**src/rtl/ll_pkg.sv**
```systemverilog
// Shared types for the linked-list subsystem: pool size, node index width
// and the allocator state encoding.
package ll_pkg;

    localparam int NODES_DEFAULT = 16;

    function automatic int ptr_w(input int nodes);
        return (nodes > 1) ? $clog2(nodes) : 1;
    endfunction

    typedef enum logic {
        S_INIT,
        S_READY
    } state_e;

endpackage

```
**src/rtl/ll_free_list_if.sv**
```systemverilog
// Allocate/free handshake between the linked-list engine (master) and the
// free-node allocator (slave).
interface ll_free_list_if
    import ll_pkg::*;
#(
    parameter int NODES = NODES_DEFAULT,
    parameter int PTR_W = ptr_w(NODES)
);

    logic             alloc_req;
    logic             alloc_gnt;
    logic [PTR_W-1:0] alloc_ptr;
    logic             free_vld;
    logic [PTR_W-1:0] free_ptr;
    logic             free_rdy;
    logic [PTR_W:0]   free_cnt;
    logic             init_done;
    logic             err;
    logic             err_clr;

    modport master (
        output alloc_req, free_vld, free_ptr, err_clr,
        input  alloc_gnt, alloc_ptr, free_rdy, free_cnt, init_done, err
    );

    modport slave (
        input  alloc_req, free_vld, free_ptr, err_clr,
        output alloc_gnt, alloc_ptr, free_rdy, free_cnt, init_done, err
    );

endinterface

```
**src/rtl/ll_ptr_fifo.sv**
```systemverilog
// Circular FIFO of free node indices with wrapping head/tail and an
// occupancy count one bit wider than an index.
module ll_ptr_fifo
    import ll_pkg::*;
#(
    parameter int NODES = NODES_DEFAULT
) (
    input  logic                       clk,
    input  logic                       rst_n,
    input  logic                       push_i,
    input  logic [ptr_w(NODES)-1:0]    push_data_i,
    input  logic                       pop_i,
    output logic [ptr_w(NODES)-1:0]    head_data_o,
    output logic [ptr_w(NODES):0]      count_o
);

    localparam int PTR_W = ptr_w(NODES);
    localparam logic [PTR_W-1:0] PTR_ONE = PTR_W'(1);
    localparam logic [PTR_W:0]   CNT_ONE = (PTR_W + 1)'(1);

    logic [PTR_W-1:0] mem_q [NODES];
    logic [PTR_W-1:0] head_q, head_d;
    logic [PTR_W-1:0] tail_q, tail_d;
    logic [PTR_W:0]   count_q, count_d;

    // NOTE: the storage array carries no reset; every slot is rewritten by the
    // init sweep before it can be read, and the output is gated while empty.
    always_ff @(posedge clk) begin
        if (push_i) begin
            mem_q[tail_q] <= push_data_i;
        end
    end

    // NOTE: every variable assigned here gets a default first so no latch is inferred.
    always_comb begin
        head_d  = head_q;
        tail_d  = tail_q;
        count_d = count_q;
        if (pop_i) begin
            head_d = head_q + PTR_ONE;
        end
        if (push_i) begin
            tail_d = tail_q + PTR_ONE;
        end
        case ({push_i, pop_i})
            2'b10:   count_d = count_q + CNT_ONE;
            2'b01:   count_d = count_q - CNT_ONE;
            default: count_d = count_q;
        endcase
    end

    // NOTE: sequential state uses non-blocking assignments only.
    always_ff @(posedge clk or negedge rst_n) begin
        if (!rst_n) begin
            head_q  <= '0;
            tail_q  <= '0;
            count_q <= '0;
        end else begin
            head_q  <= head_d;
            tail_q  <= tail_d;
            count_q <= count_d;
        end
    end

    assign head_data_o = (count_q != '0) ? mem_q[head_q] : '0;
    assign count_o     = count_q;

endmodule

```
**src/rtl/ll_free_list.sv**
```systemverilog
// Free-node allocator: init sweep FSM, per-node allocated bitmap and sticky
// illegal-free error on top of the circular pointer FIFO.
module ll_free_list
    import ll_pkg::*;
#(
    parameter int NODES = NODES_DEFAULT
) (
    input  logic           clk,
    input  logic           rst_n,
    ll_free_list_if.slave  bus
);

    localparam int PTR_W = ptr_w(NODES);
    localparam logic [PTR_W-1:0] PTR_ONE  = PTR_W'(1);
    localparam logic [PTR_W-1:0] LAST_IDX = PTR_W'(NODES - 1);

    state_e           state_q;
    logic [PTR_W-1:0] init_cnt_q;
    logic             init_done_q;
    logic             free_rdy_q;
    logic [NODES-1:0] bitmap_q, bitmap_d;
    logic             err_q, err_d;

    logic             ready;
    logic             alloc_gnt;
    logic             free_legal;
    logic             free_illegal;
    logic             push;
    logic [PTR_W-1:0] push_data;
    logic [PTR_W-1:0] head_data;
    logic [PTR_W:0]   count;

    assign ready        = (state_q == S_READY);
    assign alloc_gnt    = ready && bus.alloc_req && (count != '0);
    // A free of the index granted this same cycle sees its bit still clear and is dropped.
    assign free_legal   = ready && bus.free_vld &&  bitmap_q[bus.free_ptr];
    assign free_illegal = ready && bus.free_vld && !bitmap_q[bus.free_ptr];

    assign push      = !ready || free_legal;
    assign push_data = ready ? bus.free_ptr : init_cnt_q;

    ll_ptr_fifo #(.NODES(NODES)) u_fifo (
        .clk         (clk),
        .rst_n       (rst_n),
        .push_i      (push),
        .push_data_i (push_data),
        .pop_i       (alloc_gnt),
        .head_data_o (head_data),
        .count_o     (count)
    );

    always_ff @(posedge clk or negedge rst_n) begin
        if (!rst_n) begin
            state_q     <= S_INIT;
            init_cnt_q  <= '0;
            init_done_q <= 1'b0;
            free_rdy_q  <= 1'b0;
        end else begin
            case (state_q)
                S_INIT: begin
                    init_cnt_q <= init_cnt_q + PTR_ONE;
                    if (init_cnt_q == LAST_IDX) begin
                        state_q     <= S_READY;
                        init_done_q <= 1'b1;
                        free_rdy_q  <= 1'b1;
                    end
                end
                S_READY: state_q <= S_READY;
                default: state_q <= S_INIT;
            endcase
        end
    end

    always_comb begin
        bitmap_d = bitmap_q;
        if (alloc_gnt) begin
            bitmap_d[head_data] = 1'b1;
        end
        if (free_legal) begin
            bitmap_d[bus.free_ptr] = 1'b0;
        end
        err_d = err_q;
        if (free_illegal) begin
            err_d = 1'b1;
        end else if (bus.err_clr) begin
            err_d = 1'b0;
        end
    end

    always_ff @(posedge clk or negedge rst_n) begin
        if (!rst_n) begin
            bitmap_q <= '0;
            err_q    <= 1'b0;
        end else begin
            bitmap_q <= bitmap_d;
            err_q    <= err_d;
        end
    end

    assign bus.alloc_gnt = alloc_gnt;
    assign bus.alloc_ptr = head_data;
    assign bus.free_rdy  = free_rdy_q;
    assign bus.free_cnt  = count;
    assign bus.init_done = init_done_q;
    assign bus.err       = err_q;

endmodule

```
**src/flat_wrapper.sv**
```systemverilog
// flat-port wrapper written by rule: the top's interface ports become plain ports
module ll_free_list_flat import ll_pkg::*;
#(
    parameter int NODES = NODES_DEFAULT
)
  (clk, rst_n, bus_alloc_req, bus_free_vld, bus_free_ptr, bus_err_clr, bus_alloc_gnt, bus_alloc_ptr, bus_free_rdy, bus_free_cnt, bus_init_done, bus_err);
  ll_free_list_if #(.NODES(NODES)) bus_i ();
  input  logic clk;
  input  logic rst_n;
  input wire logic [$bits(bus_i.alloc_req)-1:0] bus_alloc_req;
  input wire logic [$bits(bus_i.free_vld)-1:0] bus_free_vld;
  input wire logic [$bits(bus_i.free_ptr)-1:0] bus_free_ptr;
  input wire logic [$bits(bus_i.err_clr)-1:0] bus_err_clr;
  output wire logic [$bits(bus_i.alloc_gnt)-1:0] bus_alloc_gnt;
  output wire logic [$bits(bus_i.alloc_ptr)-1:0] bus_alloc_ptr;
  output wire logic [$bits(bus_i.free_rdy)-1:0] bus_free_rdy;
  output wire logic [$bits(bus_i.free_cnt)-1:0] bus_free_cnt;
  output wire logic [$bits(bus_i.init_done)-1:0] bus_init_done;
  output wire logic [$bits(bus_i.err)-1:0] bus_err;
  assign bus_i.alloc_req = bus_alloc_req;
  assign bus_i.free_vld = bus_free_vld;
  assign bus_i.free_ptr = bus_free_ptr;
  assign bus_i.err_clr = bus_err_clr;
  assign bus_alloc_gnt = bus_i.alloc_gnt;
  assign bus_alloc_ptr = bus_i.alloc_ptr;
  assign bus_free_rdy = bus_i.free_rdy;
  assign bus_free_cnt = bus_i.free_cnt;
  assign bus_init_done = bus_i.init_done;
  assign bus_err = bus_i.err;
  ll_free_list #(.NODES(NODES)) u_core (.clk(clk), .rst_n(rst_n), .bus(bus_i));
endmodule
```
**config.mk**
```make
export PLATFORM = sky130hd
export DESIGN_NAME = ll_free_list_flat
export DESIGN_NICKNAME = d
export VERILOG_FILES = /design/src/rtl/ll_pkg.sv /design/src/rtl/ll_free_list_if.sv /design/src/rtl/ll_ptr_fifo.sv /design/src/rtl/ll_free_list.sv /design/src/flat_wrapper.sv
export SDC_FILE = /design/constraint.sdc
export NUM_CORES = 1
export LEC_CHECK = 0
export CAP_MARGIN = 40
export CORE_MARGIN = 2
export CORE_UTILIZATION = 25
export CTS_CLUSTER_DIAMETER = 200
export DETAILED_ROUTE_END_ITERATION = 6
export SLEW_MARGIN = 0
export SYNTH_ARGS = -nofsm -noshare
export SYNTH_HDL_FRONTEND = slang
export SYNTH_SLANG_ARGS = --single-unit
```
**constraint.sdc**
```tcl
create_clock -name clk -period 5.1 [get_ports clk]
set_clock_uncertainty 0.15 [all_clocks]
set_input_delay 1.02 -clock clk [delete_from_list [all_inputs] [get_ports clk]]
set_output_delay 1.02 -clock clk [all_outputs]
set_load 0.01 [all_outputs]
```
# [Yosys cells after proc, flatten, opt, wreduce, memory -nomap -nowiden]
# Memories as Yosys holds them, arrays and structs flattened.
# Cells that the tools add are included.
[word_totals] in_bits=9 n_memories=1 ram_bits=64 register_bits=36
[classes] eq_ne=3 n_addsub=5 magnitude_cmp=4 bitwise=4 n_reduce_logical=14 n_mux=17
[mem_list] memory="u_core.u_fifo.mem_q" depth=16 word_bits=4 read_ports=1 rd_clocked_by_memory_dff=0 wr=1 line_no="ll_ptr_fifo.sv:21" rtl="logic [PTR_W-1:0] mem_q [NODES];"
[op_table] cell="16-bit two-way mux" n=2
[op_table] cell="16-bit bitwise AND" n=1
[op_table] cell="16-bit NOT" n=1
[op_table] cell="16-bit OR" n=1
[op_table] cell="4-bit by 1-bit adder with 4-bit output, second input constant" n=3
[op_table] cell="4-bit by 5-bit less-than comparator with 1-bit output, second input constant" n=2
[op_table] cell="5-bit case mux with 2 select lines" n=1
[op_table] cell="1-bit demux with 4-bit select" n=2
[op_table] cell="4-bit by 1-bit >= comparator with 1-bit output, second input constant" n=2
[op_table] cell="1-bit two-way mux" n=8
[op_table] cell="4-bit two-way mux" n=2
[op_table] cell="1-bit logical AND" n=7
[op_table] cell="5-bit by 1-bit adder with 5-bit output, second input constant" n=1
[op_table] cell="5-bit nonzero test" n=1
[op_table] cell="5-bit by 1-bit subtractor with 5-bit output, second input constant" n=1
[op_table] cell="1-bit binary-select mux with 4-bit select" n=1
[op_table] cell="4-bit equality test, second input constant" n=1
[op_table] cell="2-bit nonzero test" n=2
[op_table] cell="2-bit by 1-bit equality test with 1-bit output, second input constant" n=1
[op_table] cell="2-bit equality test, second input constant" n=1
[op_table] cell="1-bit logical NOT" n=2
[op_table] cell="1-bit case mux with 2 select lines" n=1
[op_table] cell="2-bit AND reduction" n=1
[op_table] cell="1-bit logical OR" n=1
[op_table] cell="1-bit NOT" n=1

# [Longest topological paths before layout]
# Gate-level depths: netlist (run 1).
[depth] word_depth=10 depth_mapped=15

# [Hierarchy]
# From an unflattened synthesis (run 1), not the netlist that was laid out.
[hier_totals] hier_cells=299 hier_area_um2=4550.6
[modules_own_cells] mod="ll_ptr_fifo" n_inst=1 cells_per_inst=195 area_each_um2=3342.0
[modules_own_cells] mod="ll_free_list" n_inst=1 cells_per_inst=104 area_each_um2=1208.7

# [Worst setup path before layout (run 1)]
# No wires, ideal clock.
[synth_timing] kind="input -> register" startpoint="input port bus_free_ptr[0]" endpoint="register u_core.u_fifo.count_q[4], in the netlist u_core.u_fifo.count_o[4]" t_arrival_ns=4.165 t_required_ns=4.823 slack_ns=0.658 cell_stages=15 setup_ns=0.127 path_cell_list="buf_2 -> mux4_2 -> mux4_2 -> a21oi_1 -> buf_2 -> ha_1 -> clkbuf_1 -> xor2_1 -> ha_1 -> o21a_1 -> o22a_1 -> a21oi_1 -> xor2_1 -> nor2_1 -> xor2_1"
[synth_via] elab_chain_cells=6
[synth_rtl] element="start, declared" line_no="flat_wrapper.sv:12" rtl="input wire logic [$bits(bus_i.free_ptr)-1:0] bus_free_ptr;"
[synth_rtl] element="1-bit binary-select mux with 4-bit select *" line_no="ll_free_list.sv:36" rtl="assign free_legal = ready && bus.free_vld && bitmap_q[bus.free_ptr];"
[synth_rtl] element="1-bit two-way mux (implied by the code) *" line_no="ll_free_list.sv:36"
[synth_rtl] element="1-bit logical AND *" line_no="ll_free_list.sv:36"
[synth_rtl] element="1-bit logical OR *" line_no="ll_free_list.sv:39" rtl="assign push = !ready || free_legal;"
[synth_rtl] element="2-bit by 1-bit equality test with 1-bit output / 2-bit equality test (equally long branches)" line_no="ll_ptr_fifo.sv:45" rtl="case ({push_i, pop_i})"
[synth_rtl] element="5-bit case mux with 2 select lines / 2-bit nonzero test (equally long branches)"
[synth_rtl] element="end signal, assigned" line_no="ll_ptr_fifo.sv:61" rtl="count_q <= count_d;"
[synth_rtl] element="end, declared" line_no="ll_ptr_fifo.sv:24" rtl="logic [PTR_W:0] count_q, count_d;"
# Every way passes the cells marked *; elsewhere a longest branch is shown, timed or not. The select of a mux whose other input is x is not followed.
# A chain may end at the register's enable or synchronous reset.

# [Final worst setup path (run 1)]
# Ends and elaborated chain as after synthesis.

==> results of run 1 <==
## cell usage after synthesis, types with 6 or more instances
cell / number
clkbuf_1: 6
and3_1: 10
and2_1: 8
o22a_1: 12
nor3_1: 7
mux4_2: 19
nor2_1: 15
mux2_2: 7
xnor2_1: 8
nand2_1: 17
inv_1: 13
a21oi_1: 9
dfrtp_1: 36
nand3b_1: 6
edfxtp_1: 64
o21ai_0: 8
nand3_1: 7
xor2_1: 6
ha_1: 10
## sequential cells by signal, summed over array words and instances (netlist names)
name,cells
u_core.u_fifo.count_o,5
u_core.u_fifo.mem_q,64
u_core.u_fifo.head_q,4
u_core.bus.err,1
u_core.bitmap_q,16
u_core.u_fifo.tail_q,4
u_core.bus.init_done,1
u_core.init_cnt_q,4
u_core.ready,1
## stage by stage
step | setup WS (ns) | util (%)
6_report | 0.688 | 29.7
5_1_grt | 0.502 | 29.7
4_1_cts | 0.629 | 29.7
3_5_place_dp | 0.268 | 28.3
3_3_place_gp | 0.376 | 28.1
2_1_floorplan | 0.658 | -
## worst max-delay path, cell delays in order
cell             delay, ns
clkdlybuf4s50_1       0.69
mux4_2                0.56
mux4_2                0.50
a21oi_1               0.29
ha_1                  0.23
xor2_1                0.08
ha_1                  0.21
o21a_1                0.17
o22a_1                0.20
a21oi_1               0.17
xor2_1                0.16
nor2_1                0.06
xor2_1                0.14
## cells in the final DEF (no fill, tap or decap), types with 2 or more instances in the layout
cell type / instances
mux4_2: 19
nand4_1: 3
edfxtp_1: 64
mux2_2: 7
xor2_1: 6
a21oi_2: 3
and3_1: 10
inv_6: 3
clkdlybuf4s50_1: 20
o32a_1: 2
or2_2: 2
clkbuf_1: 2
o21ai_0: 8
a21boi_0: 5
nand3_1: 7
mux2i_1: 4
a31oi_1: 4
nand2_1: 17
ha_1: 10
nand2b_1: 3
nor3_1: 7
xnor2_1: 8
nor2_1: 15
clkbuf_16: 9
a221oi_1: 2
nor2b_1: 5
buf_4: 4
and2_1: 8
o22a_1: 12
dfrtp_1: 36
a21oi_1: 9
nand3b_1: 6
inv_1: 13
## area by class of cell
class | count | share of cell area (%)
sequential | 100 | 52.5
clock inverter | 5 | 0.651
tap | 229 | 5.33
inverter | 13 | 0.907
multi-input combinational | 197 | 31.4
clock buffer | 11 | 4.33
timing repair buffer | 26 | 4.88
## routing by layer
| layer | up-vias | wire length, microns | GRT usage, % |
|---|---|---|---|
| li1 | 1281 | - | - |
| met1 | 1357 | 4160 | 12.4 |
| met2 | 58 | 4530 | 16.8 |
| met3 | 13 | 408 | 2.36 |
| met4 | 0 | 153 | 3.62 |
| met5 | - | 0 | 0 |
## worst max-delay path by stage
stage	from	to	slack (ns)	depth (start not counted)
after floorplan	bus_free_ptr[0]	u_core.u_fifo.count_o[4]	0.66	15
after global placement	bus_free_ptr[0]	u_core.u_fifo.count_o[4]	0.38	13
after detailed placement	bus_free_ptr[0]	u_core.u_fifo.count_o[4]	0.27	13
after CTS	bus_free_ptr[0]	u_core.u_fifo.count_o[4]	0.63	13
after global routing	bus_free_ptr[0]	u_core.u_fifo.count_o[4]	0.50	13
final	bus_free_ptr[0]	u_core.u_fifo.count_o[4]	0.69	13
## kinds of logic (layout without fill, tap and decap cells)
group | Yosys count | in the layout | synth area share, %
AOI/OAI and AO/OA | 54 | 54 | 8.33
muxes | 32 | 32 | 12.6
xor gates and xnor gates | 14 | 14 | 2.64
buffers and inverters | 27 | 55 | 2.72
and+or+nand+nor | 87 | 87 | 10.2
adders and majority gates | 10 | 10 | 2.70
DFF | 100 | 100 | 60.8
## power groups by stage
| stage | Sequential, mW | Combinational (mW) | Clock [mW] |
|---|---|---|---|
| after floorplan | 1.13 | 0.818 | 0 |
| after global placement | 1.20 | 1.08 | 0 |
| after detailed placement | 1.20 | 1.11 | 0 |
| after CTS | 1.19 | 1.11 | 0.641 |
| after global routing | 1.21 | 1.22 | 0.671 |
| final | 1.19 | 1.10 | 0.628 |
==> run metrics, run 1 <==
number of CTS-inserted buffers 9; post-synthesis instance total ~320; total wire length a little over 9000 microns; Hold Crit Depth 1; Die Height ~140 microns; FF-to-FF End u_core.u_fifo.count_o[4]; DP Area 5110 sq um; final hold slack ~0.34 ns; Ports 22; Slew @ Worst Pin slightly above 0.8 ns; DPL Wire Length about 6500 microns; # fillers 1,786; Clock Sinks 100; nets 366; Die W ~140 microns; Hold WC Path Type register to register; port bufs 21; initial antenna violation count 0; worst r2r src u_core.u_fifo.count_o[1]; Placed Instances approximately 570; crit end category register; Worst Hold End u_core.bitmap_q[10]; Clock Latency Late Sink around 0.34 ns; total grt overflow 0; Total Power between 2 and 3 mW; Setup crit start kind input port; share of cells above drive strength 1 between 10% and 20%; number of max-cap violations 0; n_diodes 0; switching share of power 35.0%; core region area about 18,000 sq um; vias in the first global route between 2,000 and 3,000; setup slack, reg-to-reg approximately 1.6 ns; CP Max Fanout 7; first-pass GRT wire length 15,200 microns; clk root buf clkbuf_16; Hold Path Origin u_core.bitmap_q[10]; sequential-to-total area share from yosys stat around three fifths; 1st-pass router iterations 4; #FFs+latches synth 100; maximum root-to-sink buffer count 2; Setup TNS 0 ns; share of the synthesized area in the top cell type between 40% and 50%; power share of the clock group ~22%; Reg power frac 40.8%; final hold vios 0; synth warn 0; asr flop ratio synth a little over a third; P_leak 1.93 nW; Tmin final around 4.4 ns; # setup viols final 0; WL/cell around 16 microns; RD Place Congestion 0.803; syn_area_per_cell 14.3 sq um; Sw Pwr around 1.0 mW; Synth area leaders edfxtp_1, dfrtp_1, mux4_2, ha_1, o22a_1; combinational share of power a little under two fifths; Synth cell types 47; Fmax between 200 and 250 MHz; Synth-to-Final Area Change 15.9%; Post-route DRC 0; WP data required 5.18 ns; register area roughly 2800 sq um; power per cell area ~540 nW/um^2; Final period util between 80 and 90%; maximum VDD drop between 0.00015 and 0.0002 V; row count 49; relative slew slack 44.0%; Setup Buffers After CTS 0; number of synthesized flops with an enable pin between 60 and 70; non-filler cells, final 581; DIE AREA 19,700 sq um; post_cts resized 0; Crit path arrival time roughly 4.5 ns; most area-hungry cell type in the Yosys netlist edfxtp_1; drt initial violations between 150 and 200; largest net degree at the start of global routing 25; Via Count ~2,700; DRT antenna net count 0; design area ~5400 sq um; area of the multi-input gates 1690 sq um; H-tree depth 3; internal power 1.90 mW; drt via density roughly 4.7; hold buffers post-CTS 0; Slew Viols, Final 0; synthesized area approximately 4600 sq um; kind of critical path input port to register; status complete, no violations; Initial Util between 20% and 30%; syn nets 343; CTS tree done; Top FF cell, synth edfxtp_1; Reg2Reg Depth 13; RSZ-0062 raised after global routing no; Global Route Usage Sum about 9.9%; clock-pin slew on the worst setup and hold paths 0.06 ns
Note: power is estimated with default switching activity, not from simulation.
==> inputs of run 2 (changes only) <==
--- a/config.mk
+++ b/config.mk
@@ -10,7 +10,7 @@
 export CORE_UTILIZATION = 25
 export CTS_CLUSTER_DIAMETER = 200
 export DETAILED_ROUTE_END_ITERATION = 6
-export SLEW_MARGIN = 0
+export MAX_ROUTING_LAYER = met4
 export SYNTH_ARGS = -nofsm -noshare
 export SYNTH_HDL_FRONTEND = slang
 export SYNTH_SLANG_ARGS = --single-unit
==> run metrics, run 2 (synthesis results as in run 1) <==
status complete, no violations; # setup viols final 0 (unchanged); crit-path cells clkdlybuf4s50_1 -> mux4_2 -> mux4_2 -> a21oi_1 -> ha_1 -> xor2_1 -> ha_1 -> o21a_1 -> o22a_1 -> a21oi_1 -> xor2_1 -> nor2_1 -> xor2_1; slowest cell delay on critical path 0.69 ns (about the same); port bufs 21 (unchanged); Die W 140 microns (unchanged); clk root buf clkbuf_16; Slew Viols, Final 0 (unchanged); drt via density 4.67 (about the same); Global Route Usage Sum 10.2% (+0.28 points); Slew @ Worst Pin 0.810 ns (-0.0184 ns); final worst slack 0.684 ns (-0.00443 ns); relative slew slack 45.2% (+1.2 points); n_diodes 0 (unchanged); commonest non-fill, non-tap cell in the layout edfxtp_1; Synth-to-Final Area Change 15.9% (unchanged); Fmax 226 MHz (-0.10%); GRT busiest layer met2; Place WS 0.268 ns (unchanged); Hold WC Path Type register to register; H-tree depth 3 (unchanged); share of cells above drive strength 1 15.1% (unchanged); P_leak 1.93 nW (unchanged); crit end category register; DRT antenna net count 0 (unchanged); WL/cell 16.0 microns (+0.18%); RSZ-0062 raised after global routing no; CP Max Fanout 7 (unchanged); Crit path arrival time 4.49 ns (about the same); Total Power 2.92 mW (about the same); grt met1 use 12.4% (-0.044 points); Slowest cell on crit path clkdlybuf4s50_1; number of buffers and inverters on the critical path 1 (unchanged); clock-pin slew on the worst setup and hold paths 0.06 ns (about the same); # fillers 1,786 (unchanged); core region area 18,100 sq um (unchanged); Ports 22 (unchanged); vias in the first global route 2,825 (+0.18%); M3 GR Usage 2.36% (unchanged); power per cell area 542 nW/um^2 (about the same); Setup Buffers After CTS 0 (unchanged); Placed Instances 565 (unchanged); total wire length 9270 microns (+0.18%); maximum root-to-sink buffer count 2 (unchanged); Setup TNS 0 ns (unchanged); row count 49 (unchanged); Critical Path Most Common Cell xor2_1; Final period util 86.6% (+0.087 points); GRT met2 Usage 16.8% (unchanged); total grt overflow 0 (unchanged); number of CTS-inserted buffers 9 (unchanged); final hold slack 0.346 ns (+0.00393 ns); Clock Sinks 100 (unchanged); largest net degree at the start of global routing 25 (unchanged); most frequent cells in the layout edfxtp_1, dfrtp_1, clkdlybuf4s50_1; DPL Wire Length 6520 microns (unchanged); kind of critical path input port to register; Post-route DRC 0 (unchanged); initial antenna violation count 0 (unchanged); 1st-pass router iterations 4 (unchanged); Initial Util 25.7% (unchanged); post_cts resized 0 (unchanged); Biggest register u_core.u_fifo.mem_q; Die Height 140 microns (unchanged); first-pass GRT wire length 15,200 microns (-0.22%); Setup crit start kind input port; DIE AREA 19,700 sq um (unchanged); WP data required 5.18 ns (about the same); Clock Latency Late Sink 0.34 ns (about the same); CTS tree done; non-filler cells, final 581 (unchanged); number of max-cap violations 0 (unchanged); drt initial violations 203 (+22%); nets 366 (unchanged); CP delay by family, top multiplexers; max FFs per register 64 (unchanged); hold buffers post-CTS 0 (unchanged); maximum VDD drop 0.000183 V (-0.19%); final hold vios 0 (unchanged); RD Place Congestion 0.814 (+1.5%); Via Count 2,711 (+0.074%); Tmin final 4.42 ns (+0.00443 ns)
-- run 2: cell counts in the layout (fill, tap and decap cells not counted) --
No cell type changed its count.
-- run 2: layer usage --
metal | up-vias | routed length [microns]
met5 | - | 0
met4 | 0 | 159
met3 | 14 | 391
met2 | 55 | 4540
met1 | 1360 | 4180
li1 | 1282 | -
-- run 2: worst reg2reg max path: cells and delay by family, from the launching register on --
| family | cells | cell delay (ns) |
|---|---|---|
| buf+inv | 1 | 0.17 |
| fa+ha+maj | 2 | 0.46 |
| xor+xnor | 3 | 0.45 |
| flops | 1 | 0.46 |
| simple gates | 4 | 1.19 |
| compound gates | 3 | 0.54 |
-- run 2: area by class of cell --
class	instances	area [sq um]	share of cell area, %
sequential	100	2820	52.5
multi-input combinational	197	1690	31.4
inverter	13	48.8	0.907
clock buffer	11	233	4.33
tap	229	287	5.33
timing repair buffer	26	263	4.88
clock inverter	5	35.0	0.651
-- run 2: stage by stage --
step / area, sq um / util (%)
detailed placement: 5110 / 28.3
finish: 5380 / 29.7
floorplan: 4640 / -
global placement: 5080 / 28.1
global route: 5380 / 29.7
CTS: 5380 / 29.7
-- run 2: path summary, 6_finish.rpt --
path	start	endpoint	slack, ns	cells past startpoint
min in group asynchronous	rst_n	u_core.u_fifo.count_o[3]	0.45	1
min	u_core.bitmap_q[10]	u_core.bitmap_q[10]	0.35	1
max	bus_free_ptr[0]	u_core.u_fifo.count_o[4]	0.68	13
min reg2reg	u_core.bitmap_q[10]	u_core.bitmap_q[10]	0.35	1
max in group asynchronous	rst_n	u_core.bitmap_q[13]	3.89	2
max reg2reg	u_core.u_fifo.count_o[1]	u_core.u_fifo.count_o[4]	1.56	13
-- run 2: where the power goes --
part           internal (mW)  switching (mW)
combinational          0.545           0.553
clock                  0.334           0.294
sequential              1.02           0.172
==> inputs of run 3 (changes only) <==
--- a/config.mk
+++ b/config.mk
@@ -10,6 +10,7 @@
 export CORE_UTILIZATION = 25
 export CTS_CLUSTER_DIAMETER = 200
 export DETAILED_ROUTE_END_ITERATION = 6
+export GPL_ROUTABILITY_DRIVEN = 0
 export MAX_ROUTING_LAYER = met4
 export SYNTH_ARGS = -nofsm -noshare
 export SYNTH_HDL_FRONTEND = slang
==> results of run 3 <==
No change in the layout: final DEF, timing and power equal those of run 2.
==> edit 1: new RTL, config.mk and constraints of run 2 <==
Set the package constant `NODES_DEFAULT` to 32 (it was 16).
--- a/src/rtl/ll_pkg.sv
+++ b/src/rtl/ll_pkg.sv
@@ -2,7 +2,7 @@
 // and the allocator state encoding.
 package ll_pkg;
 
-    localparam int NODES_DEFAULT = 16;
+    localparam int NODES_DEFAULT = 32;
 
     function automatic int ptr_w(input int nodes);
         return (nodes > 1) ? $clog2(nodes) : 1;
Interface: changed (resized bus_alloc_ptr, bus_free_cnt and bus_free_ptr); port bits go from 22 to 25. The function was not compared with the original's and may differ.
==> edit 1 against run 2 <==
  * Final area up 110%
  * Critical endpoint is now bus_alloc_ptr[3]
  * Global-route usage up 1.2 points
  * Sequential cell count up 116
  * Critical path type is now reg2out
  * Power up 120%
  * Routed wire length up 140%
  * Fmax down 9.6%
  * Sequential share of layout area up 2.6 points
  * Combinational power up 110%
  * Area after synthesis up 110%
  * Largest power group is now combinational cells
  * Setup slack worse by 0.47 ns
==> edit 1: results (changes against run 2) <==
status: "completed"  # unchanged
cp_max_fo: 17  # was 7
whs_ns: 0.345  # was 0.346 ns
fillers: 3840  # was 1,786
grt_use_met2_pct: 18.0  # was 16.8%
async_flop_share_pct: 25.9  # was 36.0%
met3_usage_pct: 1.75  # was 2.36%
grt_pass1_wl_mm: 35.3  # was 15.2 mm
nets: 712  # was 366
ir_drop_uv: 475  # was 183 uV
crit_arrival_ns: 3.72  # was 4.49 ns
diodes: 0  # unchanged
largest_reg_flops: 160  # was 64
seq_area_frac_synth_pct: 64.2  # was 60.8%
synth.area.mux_share_pct: 13.8  # was 12.6%
place_congestion: 0.832  # was 0.814
clk_latency_ns: 0.52  # was 0.34 ns
synth_fa_ha_area_share_pct: 1.29  # was 2.70%
critPathSlowestCell: "dfrtp_2"  # was clkdlybuf4s50_1
regMostFlops: "u_core.u_fifo.mem_q"  # unchanged
synth.distinct_cells: 57  # was 47
routed_wl_mm: 22.6  # was 9.27 mm
hold-path-endpoint: "u_core.init_cnt_q[3]"  # was u_core.bitmap_q[10]
port_buffers: 24  # was 21
firstDrtPassIters: 5  # was 4
vias: 5859  # was 2,711
r2r_cells: 10  # was 13
synth-compound-area-share_pct: 7.17  # was 8.33%
r2r_slack_ns: 1.53  # was 1.56 ns
cts-resized-gates: 0  # unchanged
cts_buffers: 23  # was 9
place_hpwl_mm: 14.7  # was 6.52 mm
met1_usage_pct: 15.5  # was 12.4%
r2r-start: "u_core.u_fifo.count_o[3]"  # was u_core.u_fifo.count_o[1]
grt_usage_pct: 11.4  # was 10.2%
grt_max_degree: 33  # was 25
cts_buffer_depth: 3  # was 2
drive_gt1_share_pct: 19.2  # was 15.1%
min-delay-path-class: "reg2reg"  # unchanged
power_leakage_uw: 0.00374  # was 0.00193 uW
yosys-top-cells-count: "edfxtp_1 (160), nor2_1 (78), a31oi_1 (64)"  # was edfxtp_1 (64), dfrtp_1 (36), mux4_2 (19)
synth_xor_area_share_pct: 1.72  # was 2.64%
htree_levels: 1  # was 3
r2r-end: "u_core.u_fifo.count_o[5]"  # was u_core.u_fifo.count_o[4]
drt_iter0_markers: 581  # was 203
tightestPinTransition_ns: 0.847  # was 0.810 ns
ys_top_cells_by_area: "edfxtp_1 (50%), dfrtp_1 (14%), mux4_2 (9.3%)"  # was edfxtp_1 (41%), dfrtp_1 (19%), mux4_2 (9.2%)
syn_nets: 686  # was 343
cp_top_family: "buffers and inverters"  # was multiplexers
synth-edff-count: 160  # was 64
worstHoldStart: "u_core.init_cnt_q[3]"  # was u_core.bitmap_q[10]
[edit 1: routing by layer]
layer | part of all wire, % | up-vias
li1 | - | 2639
met1 | 45 | 2959
met2 | 47 | 216
met3 | 5.5 | 45
met4 | 2.1 | 0
met5 | 0 | -
[edit 1: cell families (layout without fill, tap and decap cells)]
kind of cell / count (synthesis) / count (layout)
AOI/OAI and AO/OA: 102 / 102
buffers and inverters: 55 / 98
adders and majority gates: 10 / 10
xor gates and xnor gates: 19 / 19
DFF: 216 / 216
muxes: 80 / 80
and+or+nand+nor: 184 / 184
[edit 1: layout make-up]
type | instances | area, sq um | share of cell area, %
timing repair buffer | 45 | 409 | 3.63
multi-input combinational | 395 | 3200 | 28.4
inverter | 11 | 41.3 | 0.366
clock buffer | 25 | 583 | 5.17
clock inverter | 17 | 186 | 1.65
tap | 518 | 648 | 5.75
sequential | 216 | 6210 | 55.0
[edit 1: metrics by stage]
stage | instance area, sq um | worst slack (ns) | util [%] | instances | total power [uW]
after floorplan | 9670 | 0.649 | - | 666 | 3810
after global routing | 11300 | 0.0245 | 29.4 | 1227 | 6570
after detailed placement | 10500 | 0.278 | 27.4 | 1185 | 4590
after global placement | 10500 | 0.315 | 27.4 | 1184 | 4540
final | 11300 | 0.214 | 29.4 | 1227 | 6280
after CTS | 11300 | 0.135 | 29.4 | 1227 | 6300
[edit 1: worst max-delay path by stage]
stage | start | to | slack, ns | depth (start not counted)
after floorplan | bus_free_ptr[0] | u_core.u_fifo.count_o[4] | 0.65 | 16
after global placement | bus_free_ptr[0] | u_core.u_fifo.count_o[5] | 0.31 | 15
after detailed placement | bus_free_ptr[0] | u_core.u_fifo.count_o[5] | 0.28 | 15
after CTS | u_core.u_fifo.head_q[2] | bus_alloc_ptr[3] | 0.14 | 6
after global routing | u_core.u_fifo.head_q[1] | bus_alloc_ptr[3] | 0.02 | 7
final | u_core.u_fifo.head_q[0] | bus_alloc_ptr[3] | 0.21 | 7
[edit 1: where the power goes]
part	total, uW	switching, uW	internal [uW]	leakage, uW
Combinational	2310	1330	979	0.00120
Sequential	2270	250	2020	0.00217
Clock	1700	709	991	0.000367
==> edit 2: new RTL, settings of run 2 <==
Made on the original files. Make the reset (`rst_n`) synchronous in 3 clocked blocks.
--- a/src/rtl/ll_ptr_fifo.sv
+++ b/src/rtl/ll_ptr_fifo.sv
@@ -50,7 +50,7 @@
     end
 
     // NOTE: sequential state uses non-blocking assignments only.
-    always_ff @(posedge clk or negedge rst_n) begin
+    always_ff @(posedge clk) begin
         if (!rst_n) begin
             head_q  <= '0;
             tail_q  <= '0;
--- a/src/rtl/ll_free_list.sv
+++ b/src/rtl/ll_free_list.sv
@@ -49,7 +49,7 @@
         .count_o     (count)
     );
 
-    always_ff @(posedge clk or negedge rst_n) begin
+    always_ff @(posedge clk) begin
         if (!rst_n) begin
             state_q     <= S_INIT;
             init_cnt_q  <= '0;
@@ -87,7 +87,7 @@
         end
     end
 
-    always_ff @(posedge clk or negedge rst_n) begin
+    always_ff @(posedge clk) begin
         if (!rst_n) begin
             bitmap_q <= '0;
             err_q    <= 1'b0;
Check against the original RTL: differs if rst_n is asserted again (counterexample within 4 cycles, from zero or initial values and one cycle with rst_n low); with rst_n held inactive, the same outputs for 10 cycles.
==> edit 2 against run 2 <==
  * Global-route usage rose by 0.32 points
  * Die area is 1.7% higher
  * Sequential cell count rose by 4
  * Setup slack got worse by 0.11 ns
  * Hold slack better by 0.019 ns
  * Critical path depth rose by 1
  * Area after synthesis is 1.7% higher
  * Final area rose by 1.3%
  * Routed wire length grew 5.3%
  * Critical endpoint is now u_core.u_fifo.count_o[4]
  * Largest cell class unchanged
Power is not compared: it rests on default switching activity, and its combinational part moved more than twofold at a synthesized area within 25%.
==> edit 2: results (changes against run 2) <==
grt_pass1_wl_mm: 15.6  # was 15.2 mm
place_hpwl_mm: 7.01  # was 6.52 mm
synth.area.mux_share_pct: 13.3  # was 12.6%
cts_buffers: 9  # unchanged
diodes: 0  # unchanged
globalRouteOverflowTotal: 0  # unchanged
drive_gt1_share_pct: 13.4  # was 15.1%
grt_max_degree: 30  # was 25
synth.distinct_cells: 51  # was 47
postCtsSetupBuffers: 0  # unchanged
syn_nets: 379  # was 343
drt_iter0_markers: 175  # was 203
status: "completed"  # unchanged
syn_avg_cell_area_sq_um: 13.1  # was 14.3 sq um
async_flop_share_pct: 0  # was 36.0%
critPathSlowestCell: "clkdlybuf4s50_1"  # unchanged
regMostFlops: "u_core.u_fifo.mem_q"  # unchanged
min-delay-path-class: "reg2reg"  # unchanged
cpPeakStageDelay_ns: 0.72  # was 0.69 ns
viasPerCell: 4.74  # was 4.67
cp_max_fo: 9  # was 7
crit_arrival_ns: 4.66  # was 4.49 ns
place_ws_ns: 0.217  # was 0.268 ns
dpl_cell_area_sq_um: 5160  # was 5110 sq um
synth_warnings: 0  # unchanged
routed_wl_mm: 9.76  # was 9.27 mm
largest_reg_flops: 64  # unchanged
cp_top_family: "multiplexers"  # unchanged
fillers: 1868  # was 1,786
htree_levels: 3  # unchanged
ir_drop_uv: 165
clk_latency_ns: 0.35
ys_top_cells_by_area: "edfxtp_1 (41%), dfxtp_1 (17%), mux4_2 (8.1%)"  # was edfxtp_1 (41%), dfrtp_1 (19%), mux4_2 (9.2%)
seq_area_frac_synth_pct: 57.7  # was 60.8%
cts.clk_slew.worst_paths_ns: 0.07
port_buffers: 21  # unchanged
synth-compound-area-share_pct: 9.68  # was 8.33%
grt_usage_pct: 10.5  # was 10.2%
cts-resized-gates: 0  # unchanged
antenna_found_initial: 0  # unchanged
synth_fa_ha_area_share_pct: 2.65  # was 2.70%
tightestPinTransition_ns: 0.718  # was 0.810 ns
hold_viol: 0  # unchanged
dp_cells: 598  # was 565
nets: 394  # was 366
swShare_pct: 23.5
clockRootBuffer: "clkbuf_16"  # unchanged
synth_xor_area_share_pct: 2.41  # was 2.64%
vias: 2910  # was 2,711
place_congestion: 0.807  # was 0.814
firstDrtPassIters: 4  # unchanged
synth-edff-count: 64  # unchanged
yosys-top-cells-count: "edfxtp_1 (64), dfxtp_1 (40), nor2_1 (37)"  # was edfxtp_1 (64), dfrtp_1 (36), mux4_2 (19)
cts_buffer_depth: 2  # unchanged
power_leakage_uw: 0.00180
==> edit 2: kinds of logic after synthesis <==
| group | Yosys count |
|---|---|
| AO/OA/AOI/OAI | 58 |
| XOR/XNOR | 13 |
| adder cells (fa/ha/maj) | 10 |
| buffers and inverters | 28 |
| flip-flops | 104 |
| multiplexers | 40 |
| AND/OR/NAND/NOR | 107 |
==> edit 2: worst paths after layout <==
path                                                from                       end  slack [ns]  depth (start not counted)
worst max-delay path                     bus_free_ptr[0]  u_core.u_fifo.count_o[4]        0.57                         14
worst min-delay path             u_core.u_fifo.tail_q[1]   u_core.u_fifo.tail_q[1]        0.37                          2
worst max register to register  u_core.u_fifo.count_o[1]  u_core.u_fifo.count_o[4]        1.55                         12
worst min register to register   u_core.u_fifo.tail_q[1]   u_core.u_fifo.tail_q[1]        0.37                          2
==> edit 2: tightest hold or removal path: stages (launching register included) <==
cell and delay, ns:
dfxtp_1 0.35, nand2_1 0.07, o21ai_1 0.05
==> edit 2: layout make-up <==
cell class,instances,area share (%)
Clock buffer,10,4.39
Clock inverter,6,0.919
Inverter,7,0.482
Multi-Input combinational cell,228,34.3
Sequential cell,104,50.0
Tap cell,234,5.38
Timing Repair Buffer,25,4.55
==> edit 2: routing by layer <==
| metal | track usage, % | wire, microns | vias up |
|---|---|---|---|
| met3 | 2.83 | 503 | 16 |
| met5 | - | 0 | - |
| met1 | 12.9 | 4320 | 1447 |
| met4 | 4.26 | 183 | 0 |
| met2 | 16.6 | 4760 | 61 |
| li1 | - | - | 1386 |
==> edit 2: stage by stage <==
stage / utilization, % / hold WS (ns)
floorplan: - / 0.334
finish: 29.2 / 0.365
CTS: 29.2 / 0.369
global route: 29.2 / 0.396
global placement: 27.6 / 0.348
detailed placement: 27.7 / 0.358
==> edit 2: power by group through the flow <==
stage | registers (uW) | clock network, uW | logic (uW)
5_1_grt | 930 | 718 | 134
3_3_place_gp | 946 | 0 | 119
2_1_floorplan | 941 | 0 | 79.4
6_report | 928 | 672 | 121
3_5_place_dp | 947 | 0 | 122
4_1_cts | 928 | 687 | 123
